**src/rtl/vga_clock_pkg.sv**
```systemverilog
// Shared definitions for the vga_clock adjust-button path: button indices,
// default timing constants and the press FSM state encoding.
package vga_clock_pkg;

   localparam int BTN_HRS         = 0;
   localparam int BTN_MIN         = 1;
   localparam int BTN_SEC         = 2;
   localparam int NUM_ADJ_BUTTONS = 3;

   // Defaults sized for a 25.175 MHz pixel clock: ~10 ms debounce, ~0.5 s first repeat, ~0.1 s rate.
   localparam int ADJ_DEBOUNCE_CYC      = 250000;
   localparam int ADJ_REPEAT_DELAY_CYC  = 12500000;
   localparam int ADJ_REPEAT_PERIOD_CYC = 2500000;

   typedef enum logic [1:0] {
      ST_IDLE   = 2'd0,
      ST_HOLD   = 2'd1,
      ST_REPEAT = 2'd2
   } adj_state_t;

   function automatic int max_int(input int a, input int b);
      return (a > b) ? a : b;
   endfunction

endpackage

```
**src/rtl/adj_button_channel.sv**
```systemverilog
// One adjust-button channel: 2-FF synchroniser, debounce counter and the
// press / hold / auto-repeat FSM that produces a registered one-cycle strobe.
module adj_button_channel
   import vga_clock_pkg::*;
#(
   parameter int DEBOUNCE_CYCLES = ADJ_DEBOUNCE_CYC,
   parameter int REPEAT_DELAY    = ADJ_REPEAT_DELAY_CYC,
   parameter int REPEAT_PERIOD   = ADJ_REPEAT_PERIOD_CYC
) (
   input  logic clk,
   input  logic reset,
   input  logic btn_raw,
   output logic btn_level,
   output logic adj_pulse
);

   localparam int DW = $clog2(DEBOUNCE_CYCLES + 1);
   localparam int RW = $clog2(max_int(REPEAT_DELAY, REPEAT_PERIOD) + 1);

   localparam logic [DW-1:0] DEB_TERM    = DW'(DEBOUNCE_CYCLES - 1);
   localparam logic [RW-1:0] DELAY_TERM  = RW'(REPEAT_DELAY - 1);
   localparam logic [RW-1:0] PERIOD_TERM = RW'(REPEAT_PERIOD - 1);

   logic          sync_meta;
   logic          sync_btn;
   logic [DW-1:0] dcnt;
   logic [RW-1:0] rcnt;
   adj_state_t    state;

   always_ff @(posedge clk or posedge reset) begin
      if (reset) begin
         sync_meta <= 1'b0;
         sync_btn  <= 1'b0;
      end else begin
         sync_meta <= btn_raw;
         sync_btn  <= sync_meta;
      end
   end

   // Any return to the current level restarts the count, so short glitches never flip the level.
   always_ff @(posedge clk or posedge reset) begin
      if (reset) begin
         dcnt      <= '0;
         btn_level <= 1'b0;
      end else if (sync_btn == btn_level) begin
         dcnt <= '0;
      end else if (dcnt == DEB_TERM) begin
         dcnt      <= '0;
         btn_level <= sync_btn;
      end else begin
         dcnt <= dcnt + DW'(1);
      end
   end

   // IDLE is only ever entered with btn_level low, so seeing it high in IDLE is the rising edge.
   // Release is tested first so it always beats a coincident terminal count.
   always_ff @(posedge clk or posedge reset) begin
      if (reset) begin
         state     <= ST_IDLE;
         rcnt      <= '0;
         adj_pulse <= 1'b0;
      end else begin
         adj_pulse <= 1'b0;
         case (state)
            ST_IDLE: begin
               rcnt <= '0;
               if (btn_level) begin
                  adj_pulse <= 1'b1;
                  state     <= ST_HOLD;
               end
            end
            ST_HOLD: begin
               if (!btn_level) begin
                  rcnt  <= '0;
                  state <= ST_IDLE;
               end else if (rcnt == DELAY_TERM) begin
                  adj_pulse <= 1'b1;
                  rcnt      <= '0;
                  state     <= ST_REPEAT;
               end else begin
                  rcnt <= rcnt + RW'(1);
               end
            end
            ST_REPEAT: begin
               if (!btn_level) begin
                  rcnt  <= '0;
                  state <= ST_IDLE;
               end else if (rcnt == PERIOD_TERM) begin
                  adj_pulse <= 1'b1;
                  rcnt      <= '0;
               end else begin
                  rcnt <= rcnt + RW'(1);
               end
            end
            default: begin
               rcnt  <= '0;
               state <= ST_IDLE;
            end
         endcase
      end
   end

endmodule

```
**src/rtl/adj_button_conditioner.sv**
```systemverilog
// Conditions the raw hrs/min/sec adjust pushbuttons into debounced levels and
// one-cycle adjust strobes with hold-to-repeat, one independent channel per button.
module adj_button_conditioner
   import vga_clock_pkg::*;
#(
   parameter int NUM_BUTTONS     = NUM_ADJ_BUTTONS,
   parameter int DEBOUNCE_CYCLES = ADJ_DEBOUNCE_CYC,
   parameter int REPEAT_DELAY    = ADJ_REPEAT_DELAY_CYC,
   parameter int REPEAT_PERIOD   = ADJ_REPEAT_PERIOD_CYC
) (
   input  logic                   clk,
   input  logic                   reset,
   input  logic [NUM_BUTTONS-1:0] btn_raw,
   output logic [NUM_BUTTONS-1:0] btn_level,
   output logic [NUM_BUTTONS-1:0] adj_pulse
);

   for (genvar i = 0; i < NUM_BUTTONS; i++) begin : g_chan
      adj_button_channel #(
         .DEBOUNCE_CYCLES (DEBOUNCE_CYCLES),
         .REPEAT_DELAY    (REPEAT_DELAY),
         .REPEAT_PERIOD   (REPEAT_PERIOD)
      ) u_chan (
         .clk       (clk),
         .reset     (reset),
         .btn_raw   (btn_raw[i]),
         .btn_level (btn_level[i]),
         .adj_pulse (adj_pulse[i])
      );
   end

endmodule

```
**config.mk**
```make
export PLATFORM = sky130hd
export DESIGN_NAME = adj_button_conditioner
export DESIGN_NICKNAME = d
export VERILOG_FILES = /design/src/rtl/vga_clock_pkg.sv /design/src/rtl/adj_button_channel.sv /design/src/rtl/adj_button_conditioner.sv
export SDC_FILE = /design/constraint.sdc
export NUM_CORES = 1
export LEC_CHECK = 0
export CELL_PAD_IN_SITES_DETAIL_PLACEMENT = 0
export CELL_PAD_IN_SITES_GLOBAL_PLACEMENT = 1
export CORE_ASPECT_RATIO = 1.75
export CORE_MARGIN = 1
export CORE_UTILIZATION = 50
export DETAILED_ROUTE_END_ITERATION = 12
export GPL_TIMING_DRIVEN = 0
export PLACE_DENSITY = 0.87
export SETUP_SLACK_MARGIN = 0.05
export SYNTH_ARGS = -nofsm -noshare
export SYNTH_HDL_FRONTEND = slang
export SYNTH_SLANG_ARGS = --single-unit
```
**constraint.sdc**
```tcl
create_clock -name clk -period 5.8 [get_ports clk]
set_input_delay 1.16 -clock clk [delete_from_list [all_inputs] [get_ports clk]]
set_output_delay 1.16 -clock clk [all_outputs]
set_load 0.05 [all_outputs]
```
# After elaboration in Yosys (flattened, before gate mapping)
# Cells that the tools add are included.
dict set report totals {
  regBits 144
  input_bits 5
  out_inout_bits 6
  word_cells 120
}
dict set report op_classes {
  add_sub_neg 6
  eq_ne 27
  n_mux 54
  bitwise_logic 3
  reduce_logical 9
}
# operator count
set ops {}
lappend ops {{$mux W24} 12}
lappend ops {{$pmux W24 S2} 3}
lappend ops {{$mux W18} 6}
lappend ops {{$add A24 B1 Y24 const B} 3}
lappend ops {{$eq A24 B22 Y1 const B} 3}
lappend ops {{$eq A24 B24 Y1 const B} 3}
lappend ops {{$add A18 B1 Y18 const B} 3}
lappend ops {{$eq A18 B18 Y1 const B} 3}
lappend ops {{$mux W2} 12}
lappend ops {{$pmux W2 S3} 3}
lappend ops {{$mux W1} 15}
lappend ops {{$ne A3 B3 Y1 const B} 3}
lappend ops {{$pmux W1 S3} 3}
lappend ops {{$reduce_and A3 Y1} 3}
lappend ops {{$eq A2 B1 Y1 const B} 3}
lappend ops {{$eq A2 B2 Y1 const B} 3}
lappend ops {{$logic_not A2 Y1} 3}
lappend ops {{$ne A2 B1 Y1 const B} 3}
lappend ops {{$ne A2 B2 Y1 const B} 3}
lappend ops {{$reduce_and A2 Y1} 3}
lappend ops {{$eq A1 B1 Y1} 3}
lappend ops {{$not A1 Y1} 3}

# Logic depth before layout (Yosys ltp)
# Gate-level depths: netlist of run 1.
dict set report logic_depth {
  ltp_word 4
  depth_mapped 8
  depth_no_buf 6
}

# Modules after synthesis
# From an unflattened synthesis of run 1, not the netlist that was laid out.
dict set report hier_totals {
  cells_unflattened 752
  hier_area_um2 7453.4
}
# module n_inst cells_per_inst area_each_um2 seq_area_each_um2
set modules_own_cells {}
lappend modules_own_cells {{adj_button_channel at g_chan[2].u_chan} 1 250 2501.1 1201.2}
lappend modules_own_cells {{adj_button_channel at g_chan[0].u_chan} 1 249 2492.4 1201.2}
lappend modules_own_cells {{adj_button_channel at g_chan[1].u_chan} 1 253 2459.9 1201.2}

# Worst setup path after synthesis of run 1
# Ideal clock, no wire load.
dict set report synth_path {
  path_kind {reg-to-reg}
  startpoint {reg g_chan[0].u_chan.rcnt[0]}
  endpoint {reg g_chan[0].u_chan.rcnt[15]}
  setup_time_ps 121
  arrival_time_ps 1867
  required_time_ps 5679
  setup_slack_ps 3812
  path_stages_with_launch 8
  path_buffers 1
  period_less_slack_ps 1988
  cell_sequence {dfrtp_1 > ha_1 > and4_1 > nand3_1 > or3_1 > a2bb2oi_2 > buf_2 > nor2_1}
}
dict set report synth_between {
  elab_chain_cells 4
  elab_cells_between_ends 8
  classes_between {add/sub: 1; eq/ne: 2; mux: 5}
}
# item line_no
set synth_lines {}
lappend synth_lines {{from (decl)} adj_button_channel.sv:27} ;# logic [RW-1:0] rcnt;
lappend synth_lines {{from (signal assigned)} adj_button_channel.sv:81} ;# rcnt <= rcnt + RW'(1);
lappend synth_lines {{from (signal assigned)} adj_button_channel.sv:92} ;# rcnt <= rcnt + RW'(1);
lappend synth_lines {{$add A24 B1 Y24 (tied with other cells)} {adj_button_channel.sv:81, adj_button_channel.sv:92}}
lappend synth_lines {{$mux W24 (on tied branches)} {adj_button_channel.sv:88, adj_button_channel.sv:76}}
lappend synth_lines {{$mux W24 (on tied branches)} {adj_button_channel.sv:85, adj_button_channel.sv:73}}
lappend synth_lines {{$pmux W24 S2 *} adj_button_channel.sv:64} ;# case (state)
# Every way passes the cells marked *; elsewhere a longest branch is shown, timed or not.
# A chain may end at the register's enable or synchronous reset.

# Worst setup path after layout of run 1
dict set report layout_path {
  startpoint {reg g_chan[1].u_chan.btn_level}
  endpoint {out btn_level[1]}
}
# item line_no
set layout_rtl {}
lappend layout_rtl {{from (decl)} adj_button_channel.sv:13} ;# output logic btn_level,
lappend layout_rtl {{from (signal assigned)} adj_button_channel.sv:49} ;# btn_level <= sync_btn;
lappend layout_rtl {{to (decl)} adj_button_conditioner.sv:14} ;# output logic [NUM_BUTTONS-1:0] btn_level,
# No word-level cell between the ends.

==> results by stage, run 1 <==
Routing:
- The DRC violations left is 0.
- Using the TritonRoute via totals, the vias-per-cell ratio works out to approximately 5.5.
- The wire length after detailed routing is approximately 15 mm.
- Before antenna repair, the detailed router went through 4 iterations.
- After the first detailed-routing iteration, the DRC count stood at approximately 210.
- The detailed router placed around 5,400 vias in this run.
- The routed length per instance is 15.2 um.
- The number of nets with antenna violations after routing is 0.

Power:
- The power per cell area is roughly 260 nW/um^2.
- The analysis attributes to net switching a power of around 0.44 mW.
- VDD sags by at most 0.175 mV.
- The portion of total power attributed to sequential cells is roughly 47%.
- Internal power comes to 1.72 mW.
- The switching power share of the total is around 21%.
- The share of power burned in the clock network is approximately 50%.
- Combinational logic is responsible for 1.9% of the overall power.
- The leakage power summed over all cells is approximately 3.4 nW.

CTS:
- The clock passes through at most 2 buffers.
- The H-tree generated during clock tree synthesis spans 4 levels.
- The clock-pin transition on the worst setup and hold timing paths is roughly 0.060 ns.
- The quantity of hold-fixing buffers added after cts is 0.
- The number of clock buffers added by TritonCTS is 17.
- TritonCTS built the clock tree.
- The quantity of gates resized following cts is 0.
- The number of clock sinks is between 100 and 150.
- The clock insertion delay at the later pin of the skew report is ~0.42 ns.
- Clock tree synthesis selected as its root buffer the cell sky130_fd_sc_hd__clkbuf_16.
- In this run the post-CTS setup repair buffer count came out at 0.

Cells and area:
- The share of post-route cells with drive strength above 1 is 7.24%.
- The final instance count without filler cells is about 980.
- The diode insertion count for antenna repair is 0.
- The final layout contains 812 nets.
- Relative to the synthesized area, the layout overhead comes to 13.0%.

Global route:
- Global routing used 21.7% of the available tracks across all layers.
- For this run the aggregate overflow at the end of global routing stands at 0.
- The initial antenna violation count came to 0.
- The first global-routing pass estimated between 20 and 30 mm of wire.
- The via count of the first global-routing pass was 5,807.
- The pin count of the biggest net entering global routing is 89.

Hold path:
- The path type of the worst min-delay path is reg2reg.

Timing:
- Setup repair after global routing left no endpoint under its margin.
- The final critical-path share of the clock period is approximately half.
- The post-layout minimum cycle time is between 2 and 3 ns.
- The final hold violation count is 0.
- The transition time at the pin with the least slew margin is about 1.0 ns.
- Setup violations remaining at the end of the flow were counted as 0.
- The worst-case hold slack is 0.358 ns.
- The normalized max-slew margin is between 30% and 40%.
- For this run, the top clock speed supported by timing is roughly 350 MHz.
- The accumulated negative setup slack is 0 ns.
- The final number of max-transition violations is 0.
- The worst-case clock skew is around 0.0075 ns.

Logic synthesis:
- The count of flip-flops with a built-in enable after synthesis is 0.
- The commonest register cell after synthesis is sky130_fd_sc_hd__dfrtp_1.
- Summing every instance area after synthesis gives between 7000 and 8000 sq um.
- For this run, the register share of the synthesized area comes to slightly below 50%.
- Synthesis handed over a netlist of ~760 instances.
- Counting distinct cell types in the post-synthesis netlist gives 50.
- A synthesized cell averages roughly 9.6 sq um.
- The async set-reset flop share out of synthesis is between 90% and 100%.
- The Yosys warning count is 0.
- The register bit count reported by yosys is approximately 140.
- The synthesized netlist net count is 782.

Setup path:
- The worst setup path is launched from a flip-flop.
- The number of buffer and inverter instances along the worst setup path is 2.
- STA classifies the critical path endpoint as an output pin.
- For this run, the slowest stage of the critical path takes roughly 0.8 ns.
- The kind of critical path is reg2out.
- Among all stages on the critical path, the largest delay is contributed by sky130_fd_sc_hd__clkdlybuf4s50_1.
- In this run the worst path has a maximum fanout of 3.
- The signal on the critical path passes through buf_4, clkdlybuf4s50_1.
- The arrival time at the worst endpoint is roughly 1.7 ns.
- Broken down by cell family, the worst path's largest delay share belongs to buffers and inverters.
- For the worst setup path, the data required time is 4.64 ns.

Placement:
- The count of buffers added on input and output ports is 10.
- The routability congestion estimate is approximately 0.80.
- Including well taps, the total number of placed cells is 950.
- The HPWL reported at the end of detailed placement is approximately 11 mm.

Outcome:
- The flow ran to the end, and the final reports show no timing, DRC or antenna violations.

Floorplan:
- The die covers around 15,000 sq um.
- The die height is 162 um.
- During I/O placement, the number of pins put on the boundary was 11.
- From left edge to right edge, the die measures a little over 90 um.
- The effective utilization at floorplan is between 50% and 60%.
- The row count is just under 60.
- The placeable core area is about 14,000 sq um.

Job:
- The count of max-cap constraint violations is 0.
[stage by stage]
stage          worst slack [ns]  cell area [sq um]  util [%]  total power [mW]
2_1_floorplan             0.774               7320         -              1.06
4_1_cts                    2.90               8270      57.9              2.18
6_report                   2.91               8270      57.9              2.16
5_1_grt                    2.87               8270      57.9              2.24
3_3_place_gp              -1.01               7640      53.5              1.08
3_5_place_dp               3.34               7680      53.7              1.08
[worst reg2reg max path: stages (launching register included)]
cell	delay [ns]
sky130_fd_sc_hd__dfrtp_1	0.40
sky130_fd_sc_hd__ha_1	0.17
sky130_fd_sc_hd__clkbuf_1	0.29
sky130_fd_sc_hd__nor4bb_1	0.29
sky130_fd_sc_hd__nand4_1	0.26
sky130_fd_sc_hd__o21a_4	0.30
sky130_fd_sc_hd__o211ai_4	0.31
sky130_fd_sc_hd__buf_6	0.20
sky130_fd_sc_hd__nor2_1	0.06
[routing by layer]
metal  share of wire, %  track usage, %  vias to the layer above
met4                1.8            8.46                        0
met2                 56            41.2                       72
met5                  0               0                        -
met3                2.2            3.93                       25
li1                   -               -                     2628
met1                 40            23.3                     2687
[power by group through the flow]
stage	Clock [mW]	Combinational, mW	Sequential [mW]
after floorplan	0	0.0282	1.03
after global placement	0	0.0393	1.04
after detailed placement	0	0.0436	1.04
after CTS	1.12	0.0439	1.02
after global routing	1.17	0.0487	1.02
final	1.10	0.0414	1.02
[path summary, 6_finish.rpt]
check | startpoint | to | slack [ns] | depth (start not counted)
min reg2reg | g_chan[0].u_chan.sync_meta | g_chan[0].u_chan.sync_btn | 0.36 | 0
max | g_chan[1].u_chan.btn_level | btn_level[1] | 2.91 | 2
min | g_chan[0].u_chan.sync_meta | g_chan[0].u_chan.sync_btn | 0.36 | 0
max reg2reg | g_chan[2].u_chan.rcnt[0] | g_chan[2].u_chan.rcnt[13] | 3.40 | 8
min in group asynchronous | reset | g_chan[0].u_chan.rcnt[1] | 1.17 | 2
max in group asynchronous | reset | g_chan[0].u_chan.dcnt[10] | 3.85 | 3
[area by class of cell]
type                       count  area, sq um
clock inverter                11          139
multi-input combinational    567         3480
tap                          180          225
fill                        1233         6020
inverter                      22         87.6
buffer                        26          150
sequential                   144         3600
timing repair buffer          11          128
clock buffer                  20          457
[cells in the final DEF (no fill, tap or decap), types with 3 or more instances in the layout]
master                            count
sky130_fd_sc_hd__clkbuf_1            11
sky130_fd_sc_hd__nor3_1              15
sky130_fd_sc_hd__nand2b_1             3
sky130_fd_sc_hd__clkbuf_16           17
sky130_fd_sc_hd__clkinv_2             5
sky130_fd_sc_hd__buf_4                9
sky130_fd_sc_hd__xor2_1              66
sky130_fd_sc_hd__clkdlybuf4s50_1     10
sky130_fd_sc_hd__nand4b_1             4
sky130_fd_sc_hd__nand2_1             62
sky130_fd_sc_hd__a31o_2               3
sky130_fd_sc_hd__and4_1              11
sky130_fd_sc_hd__bufinv_16            3
sky130_fd_sc_hd__nor4b_1              7
sky130_fd_sc_hd__nand4_1             36
sky130_fd_sc_hd__o21ai_0              6
sky130_fd_sc_hd__or3_1                4
sky130_fd_sc_hd__ha_1                18
sky130_fd_sc_hd__dfrtp_1            144
sky130_fd_sc_hd__nor3b_1              3
sky130_fd_sc_hd__xnor2_1             50
sky130_fd_sc_hd__mux2_2               3
sky130_fd_sc_hd__or4_1                4
sky130_fd_sc_hd__nor4bb_1             4
sky130_fd_sc_hd__inv_1               21
sky130_fd_sc_hd__a21oi_1              3
sky130_fd_sc_hd__nor2_1             156
sky130_fd_sc_hd__o211ai_1             3
sky130_fd_sc_hd__nand3_1             49
sky130_fd_sc_hd__and3_1              22
sky130_fd_sc_hd__and2_1               3
sky130_fd_sc_hd__nor4_1              12
[kinds of logic after synthesis]
kind of cell / synth area share (%)
compound gates: 3.11
buf+inv: 3.18
fa+ha+maj: 3.08
xor+xnor: 13.9
flops: 49.2
mux: 0.598
simple gates: 26.9
[flip-flops by register name, summed over array words and instances (netlist names)]
signal and cells:
g_chan.u_chan.rcnt 72, g_chan.u_chan.sync_btn 3, g_chan.u_chan.dcnt 54, g_chan.u_chan.btn_level 3
g_chan.u_chan.adj_pulse 3, g_chan.u_chan.state 6, g_chan.u_chan.sync_meta 3
[cell usage after synthesis, drive strengths merged (12+ instances only)]
master / number / area [sq um]
nor2: 156 / 586
dfrtp: 144 / 3600
xor2: 66 / 578
nand2: 62 / 233
xnor2: 50 / 438
nand3: 49 / 245
nand4: 36 / 225
and3: 22 / 138
inv: 22 / 82.6
ha: 18 / 225
buf: 15 / 108
nor3: 15 / 75.1
nor4: 12 / 75.1
(Power assumes the default switching activity.)
==> run 2: changes to the inputs <==
Clock period 5.8 ns to 2.8 ns, I/O delays scaled along.
==> run 2 against run 1 <==
  * First-iteration DRC count increased by 9.4%
  * Critical path type is now reg2reg
  * Power increased by 110%
  * Routed wire length decreased by 1.5%
==> results by stage, run 2 (synthesis results as in run 1) <==
Power:
- The relative contribution of combinational cells to total power is 2.0% (about the same).
- The internal power component is 3.64 mW (+110%).
- The largest vdd supply drop was 0.392 mV (+120%).
- The leakage power summed over all cells came to 3.37 nW (+0.21%).
- The switching power share of the total is 21.0% (+0.39 points).
- The power per cell area was 552 nW/um^2 (+110%).
- The share of power burned in the clock network was 52.2% (+1.3 points).
- The portion of total power attributed to sequential cells is 45.8% (-1.3 points).
- The switching power of the nets is 0.964 mW (+120%).

Setup path:
- The critical path is of the reg2reg type.
- The required time of the worst setup path came to 3.10 ns (-1.54 ns).
- The number of cells traversed by the worst register-to-register path is 8 (unchanged).
- Traced cell by cell, the critical path runs through ha_1, clkbuf_1, nor4bb_1, nand4_1, o21a_4, o211ai_4, buf_6, nor2_1.
- STA classifies the critical path endpoint as a flip-flop.
- The slowest stage of the critical path belongs to the cell sky130_fd_sc_hd__dfrtp_1.
- The cell family contributing the most delay on the critical path is simple AND/OR/NAND/NOR gates.
- The sort of element at the start of the critical path is a flip-flop.
- The stage delay of the slowest cell on the critical path is 0.40 ns (-0.39 ns).
- The largest fanout on the critical path is 10 (+7).
- The arrival time at the worst endpoint came to 2.69 ns (+0.96 ns).
- The total number of cells along the worst setup path is 8 (+6).
- The number of buffer and inverter instances along the worst setup path is 2 (unchanged).

CTS:
- The CTS root buffer is sky130_fd_sc_hd__clkbuf_16.
- The CTS tree is done.
- The clock insertion delay at the later pin of the skew report is 0.42 ns (about the same).
- The number of H-tree branching levels is 4 (unchanged).
- The quantity of gates resized following cts came to 0 (unchanged).
- The TritonCTS buffer count was 17 (unchanged).
- The number of clock sinks is 144 (unchanged).
- The quantity of hold-fixing buffers added after cts is 0 (unchanged).
- The setup fix buffers added after clock tree synthesis is 0 (unchanged).
- The maximum buffer depth of the clock tree is 2 (unchanged).
- The clock-pin transition on the worst setup and hold timing paths is 0.06 ns (about the same).

Floorplan:
- The placeable core area was 14,300 sq um (unchanged).
- The effective utilization at floorplan is 51.2% (unchanged).
- The number of top-level design ports was 11 (unchanged).
- The row count is 58 (unchanged).
- The width of the chip is 93.5 um (unchanged).
- The die height is 162 um (unchanged).
- The area of the die is 15,100 sq um (unchanged).

Global route:
- The layer carrying the most global-route usage is met2.
- The global-route met2 utilization is 39.5% (-1.7 points).
- The met1 layer usage reported by global route came to 24.6% (+1.4 points).
- The via count of the first global-routing pass is 5,767 (-0.69%).
- The initial antenna violation count is 0 (unchanged).
- The fraction of met3 tracks used by global routing came to 4.54% (+0.61 points).
- The overall routing resource usage came to 21.8% (+0.084 points).
- The pin count of the biggest net entering global routing was 38 (-57%).
- The first-pass GRT wire length is 26.4 mm (+0.34%).
- The global route total overflow is 0 (unchanged).

Timing:
- Based on the critical path, the design can be clocked at up to about 420 MHz.
- The final worst slack was 0.416 ns (-2.50 ns).
- The final number of max-transition violations is 0 (unchanged).
- The worst-case clock skew is 0.0133 ns (+0.00580 ns).
- After layout, the worst path uses between 80% and 90% of the clock period.
- The normalized max-slew margin is 36.4% (+4.6 points).
- The number of setup violations in the final report is 0 (unchanged).
- The final hold violation count came to 0 (unchanged).
- The transition time at the pin with the least slew margin is 0.945 ns (-0.0682 ns).
- Setup repair after global routing left no endpoint under its margin.
- The worst-case hold slack came to 0.368 ns (+0.00987 ns).
- The post-layout minimum cycle time is around 2.4 ns.

Job:
- The count of max-cap constraint violations was 0 (unchanged).

Routing:
- The DRC violations left was 0 (unchanged).
- The wire length after detailed routing is 14.7 mm (-1.5%).
- The number of detailed-routing iterations run before antenna repair is 4 (unchanged).
- The total number of vias is 5,431 (+0.35%).
- The routed length per instance came to 15.0 um (-1.8%).
- The number of nets with antenna violations after routing was 0 (unchanged).
- The number of design-rule violations left by the first detailed-router iteration is 232 (+9.4%).
- The number of vias per cell came to 5.52 (about the same).

Cells and area:
- The largest registers in the layout are g_chan.u_chan.rcnt (72), g_chan.u_chan.dcnt (54), g_chan.u_chan.state (6).
- The area of the multi-input gates came to 3480 sq um (unchanged).
- The finished layout cell area is 8340 sq um (+0.80%).
- The share of post-route cells with drive strength above 1 is 7.59% (+0.35 points).
- The layout filler cell count is 1,220 (-1.1%).
- The number of flip-flops in the largest register is 72 (unchanged).
- In the layout the commonest cells are sky130_fd_sc_hd__nor2_1 (156), sky130_fd_sc_hd__dfrtp_1 (144), sky130_fd_sc_hd__xor2_1 (66).
- The register with the most flip-flops in the final layout is g_chan.u_chan.rcnt.
- The area occupied by registers was 3600 sq um (unchanged).
- The area growth from synthesis to final layout is 13.9%.
- The commonest non-fill, non-tap cell in the layout is sky130_fd_sc_hd__nor2_1.
- The number of nets in the final layout came to 814 (+0.25%).
- The diode insertion count for antenna repair was 0 (unchanged).

Placement:
- The HPWL reported at the end of detailed placement came to 10.6 mm (-0.31%).
- The routability congestion estimate came to 0.855 (+6.3%).
- The post-place instance area is 7710 sq um (+0.41%).
- The setup slack after placement is 0.390 ns (-2.95 ns).
- The count of buffers from port buffering is 10 (unchanged).

Hold path:
- The worst hold path cell count is 0 (unchanged).
- The path type of the worst min-delay path is reg2reg.

Outcome:
- The run finished with clean final reports.
## run 2: cell types whose count changed in the layout (fill, tap and decap cells not counted)
cell	before	now
sky130_fd_sc_hd__clkinv_4	1	2
sky130_fd_sc_hd__buf_12	0	3
sky130_fd_sc_hd__buf_16	1	0
sky130_fd_sc_hd__bufinv_16	3	4
sky130_fd_sc_hd__clkbuf_8	2	1
sky130_fd_sc_hd__clkinv_2	5	1
sky130_fd_sc_hd__inv_6	1	0
sky130_fd_sc_hd__clkinvlp_4	2	7
## run 2: stage by stage
stage               power [mW]  utilization [%]  instances  setup TNS, ns
global placement          2.23             53.5        949        -102.77
finish                    4.60             58.3        984              0
CTS                       4.65             58.3        984              0
global route              4.76             58.3        984              0
floorplan                 2.20                -        759              0
detailed placement        2.24             53.9        952              0
## run 2: worst register-to-register path, delay by kind of cell, from the launching register on
family	cells	cell delay, ns
AOI/OAI and AO/OA	2	0.62
adders and majority gates	1	0.16
buffers and inverters	2	0.48
DFF	1	0.40
and+or+nand+nor	3	0.62
## run 2: layer usage
| metal | share of wire [%] | vias up | wire (um) |
|---|---|---|---|
| li1 | - | 2657 | - |
| met1 | 41 | 2666 | 6020 |
| met2 | 54 | 75 | 8000 |
| met3 | 2.4 | 33 | 355 |
| met4 | 2.4 | 0 | 351 |
| met5 | 0 | - | 0 |
## run 2: final timing paths
kind,start,end,slack (ns)
min reg2reg,g_chan[1].u_chan.sync_meta,g_chan[1].u_chan.sync_btn,0.37
max reg2reg,g_chan[2].u_chan.rcnt[0],g_chan[2].u_chan.rcnt[23],0.42
max,g_chan[2].u_chan.rcnt[0],g_chan[2].u_chan.rcnt[23],0.42
max in group asynchronous,reset,g_chan[2].u_chan.rcnt[1],1.24
min in group asynchronous,reset,g_chan[0].u_chan.rcnt[20],0.65
min,g_chan[1].u_chan.sync_meta,g_chan[1].u_chan.sync_btn,0.37
## run 2: power by group through the flow
stage / combinational, mW / clock [mW] / sequential, mW
global route: 0.107 / 2.55 / 2.11
CTS: 0.0953 / 2.45 / 2.11
detailed placement: 0.0952 / 0 / 2.15
finish: 0.0911 / 2.40 / 2.11
floorplan: 0.0588 / 0 / 2.14
global placement: 0.0804 / 0 / 2.15
## run 2: area by class of cell
cell class              count  area share (%)
clock buffers              19            5.31
multi-input cells         567            41.8
flip-flops and latches    144            43.2
inverters                  22            1.04
plain buffers              26            1.80
clock inverters            13            2.25
well taps                 180            2.70
repair buffers             13            1.92
==> run 3: changes to the inputs <==
Settings changed: CAP_MARGIN set to 20, TNS_END_PERCENT set to 20.
==> run 3 against run 2 <==
  * Clock-buffer cell count unchanged
  * Non-clock buffer count did not move
  * Clock skew down 0.0035 ns
  * Routed wire length down 0.37%
  * Maximum frequency decreased by 1.2%
  * Clock power decreased by 5%
  * Hold slack got worse by 0.015 ns
  * Setup slack got worse by 0.029 ns
==> results by stage, run 3 (synthesis results as in run 1) <==
Cells and area:
- The library cell used most frequently in the layout, excluding fill and tap cells, is sky130_fd_sc_hd__nor2_1.
- The top cell types in the final layout, fill and taps aside, are sky130_fd_sc_hd__nor2_1 (156), sky130_fd_sc_hd__dfrtp_1 (144), sky130_fd_sc_hd__xor2_1 (66).
- The share of post-route cells with drive strength above 1 was 7.60% (+0.0094 points).
- The diode insertion count for antenna repair was 0 (unchanged).
- The finished layout cell area was 8300 sq um (-0.44%).
- The area growth from synthesis to final layout is 13.4%.
- The number of flip-flops in the largest register is 72 (unchanged).
- The largest registers in the layout are g_chan.u_chan.rcnt (72), g_chan.u_chan.dcnt (54), g_chan.u_chan.state (6).
- The number of nets in the final layout is 814 (unchanged).
- The register with the most flip-flops in the final layout is g_chan.u_chan.rcnt.
- The final instance count without filler cells is 983 (-0.10%).

Setup path:
- The top cell family by delay on the critical path is simple AND/OR/NAND/NOR gates.
- The stage delay of the slowest cell on the critical path is 0.40 ns (about the same).
- The standard cell with the maximum stage delay on the critical path is sky130_fd_sc_hd__dfrtp_1.
- The reg2reg setup slack is 0.39 ns (-0.03 ns).
- The worst setup path is of the reg2reg kind.
- The launch point of the worst path is g_chan[2].u_chan.rcnt[0].
- The worst register-to-register path begins at g_chan[2].u_chan.rcnt[0].
- The critical path goes through ha_1, clkbuf_1, nor4bb_1, nand4_1, o21a_4, o211ai_4, buf_6, nor2_1.
- The timing endpoint of the critical path is g_chan[2].u_chan.rcnt[5].
- The number of buffer and inverter instances along the worst setup path is 2 (unchanged).
- STA classifies the critical path endpoint as a flip-flop.
- In this run the critical register-to-register path is captured at g_chan[2].u_chan.rcnt[5].
- The arrival time at the worst endpoint came to 2.71 ns (+0.02 ns).
- The required time of the worst setup path is 3.10 ns (about the same).
- The number of cells traversed by the worst register-to-register path is 8 (unchanged).
- The total number of cells along the worst setup path was 8 (unchanged).
- The sort of element at the start of the critical path is a flip-flop.
- The largest fanout on the critical path was 10 (unchanged).

Routing:
- The DRC violations left was 0 (unchanged).
- The number of design-rule violations left by the first detailed-router iteration is 267 (+15%).
- The number of nets with antenna violations after routing is 0 (unchanged).
- The number of vias per cell is 5.49 (-0.60%).
- The wire length after detailed routing is 14.7 mm (-0.37%).
- The number of detailed-routing iterations run before antenna repair is 5 (+1).
- The total number of vias is 5,393 (-0.70%).
- The routed length per instance is 14.9 um (-0.27%).

CTS:
- The number of H-tree branching levels was 4 (unchanged).
- TritonCTS built the clock tree.
- The quantity of gates resized following cts was 0 (unchanged).
- The TritonCTS buffer count was 17 (unchanged).
- The clock-pin transition on the worst setup and hold timing paths is 0.06 ns (about the same).
- The number of clock sinks came to 144 (unchanged).
- The quantity of hold-fixing buffers added after cts is 0 (unchanged).
- CTS placed an instance of sky130_fd_sc_hd__clkbuf_16 at the clock tree root.
- The setup fix buffers added after clock tree synthesis came to 0 (unchanged).
- The clock insertion delay at the later pin of the skew report is 0.41 ns (about the same).
- The maximum buffer depth of the clock tree was 2 (unchanged).

Power:
- The largest vdd supply drop came to 0.333 mV (-15%).
- The leakage power summed over all cells is 3.38 nW (+0.31%).
- The power per cell area came to 540 nW/um^2 (-2.2%).
- The post-layout total power came to 4.48 mW (-2.7%).

Floorplan:
- The row count is 58 (unchanged).
- The area of the die came to 15,100 sq um (unchanged).
- The effective utilization at floorplan was 51.2% (unchanged).
- The placeable core area is 14,300 sq um (unchanged).
- The width of the chip is 93.5 um (unchanged).
- The number of top-level design ports is 11 (unchanged).
- The die height is 162 um (unchanged).

Timing:
- The top achievable clock speed is 414 MHz (-1.2%).
- Setup repair after global routing left no endpoint under its margin.
- The transition time at the pin with the least slew margin is 0.969 ns (+0.0240 ns).
- The worst-case clock skew was 0.00972 ns (-0.00355 ns).
- The final worst slack was 0.387 ns (-0.0294 ns).
- The normalized max-slew margin is 34.8% (-1.6 points).
- The final hold violation count is 0 (unchanged).
- The final critical-path share of the clock period came to 86.2% (+1.0 points).
- The accumulated negative setup slack was 0 ns (unchanged).
- The post-layout minimum cycle time is 2.41 ns (+0.0294 ns).
- The final number of max-transition violations came to 0 (unchanged).
- The number of setup violations in the final report was 0 (unchanged).

Global route:
- The global route total overflow is 0 (unchanged).
- The pin count of the biggest net entering global routing came to 38 (unchanged).
- The via count of the first global-routing pass is 5,705 (-1.1%).
- The first-pass GRT wire length is 26.4 mm (unchanged).
- The overall routing resource usage is 21.8% (about the same).
- The initial antenna violation count is 0 (unchanged).

Hold path:
- The path class of the tightest hold or removal check is reg2reg.

Outcome:
- The run finished with clean final reports.

Placement:
- The routability congestion estimate is 0.855 (unchanged).
- The post-place instance area was 7710 sq um (unchanged).
- The setup slack after placement came to 0.385 ns (-0.00527 ns).
- The total placed cells including tap cells is 952 (unchanged).
- The HPWL reported at the end of detailed placement came to 10.6 mm (about the same).
- The count of buffers from port buffering came to 10 (unchanged).

Job:
- The count of max-cap constraint violations is 0 (unchanged).
-- run 3: metal layers --
metal	GRT usage (%)	part of all wire (%)
met1	25.1	41
met3	4.59	2.2
met4	8.46	1.8
met5	0	0
met2	39.0	55
-- run 3: report_power, final --
part | internal (mW) | leakage [nW] | total [mW] | switching, mW
clock | 1.43 | 0.298 | 2.28 | 0.847
combinational | 0.0270 | 1.09 | 0.0913 | 0.0643
sequential | 2.10 | 1.99 | 2.11 | 0.0118
total | 3.56 | 3.38 | 4.48 | 0.923
-- run 3: how the worst min path moves through the flow --
stage,start,end,slack (ns),cells after the start
2_1_floorplan,g_chan[0].u_chan.sync_meta,g_chan[0].u_chan.sync_btn,0.33,0
3_3_place_gp,g_chan[0].u_chan.sync_meta,g_chan[0].u_chan.sync_btn,0.34,0
3_5_place_dp,g_chan[1].u_chan.sync_meta,g_chan[1].u_chan.sync_btn,0.34,0
4_1_cts,g_chan[1].u_chan.sync_meta,g_chan[1].u_chan.sync_btn,0.36,0
5_1_grt,g_chan[1].u_chan.sync_meta,g_chan[1].u_chan.sync_btn,0.36,0
6_report,g_chan[1].u_chan.sync_meta,g_chan[1].u_chan.sync_btn,0.35,0
-- run 3: area by class of cell --
cell class,count,area (sq um)
clock buffers,19,453
fillers,1209,5990
repair buffers,13,160
flip-flops and latches,144,3600
well taps,180,225
clock inverters,12,141
inverters,22,86.3
multi-input cells,567,3480
plain buffers,26,150
-- run 3: metrics by stage --
stage / util [%] / hold WS [ns]
2_1_floorplan: - / 0.331
3_5_place_dp: 53.9 / 0.343
3_3_place_gp: 53.5 / 0.345
6_report: 58.1 / 0.353
4_1_cts: 58.1 / 0.356
5_1_grt: 58.1 / 0.361
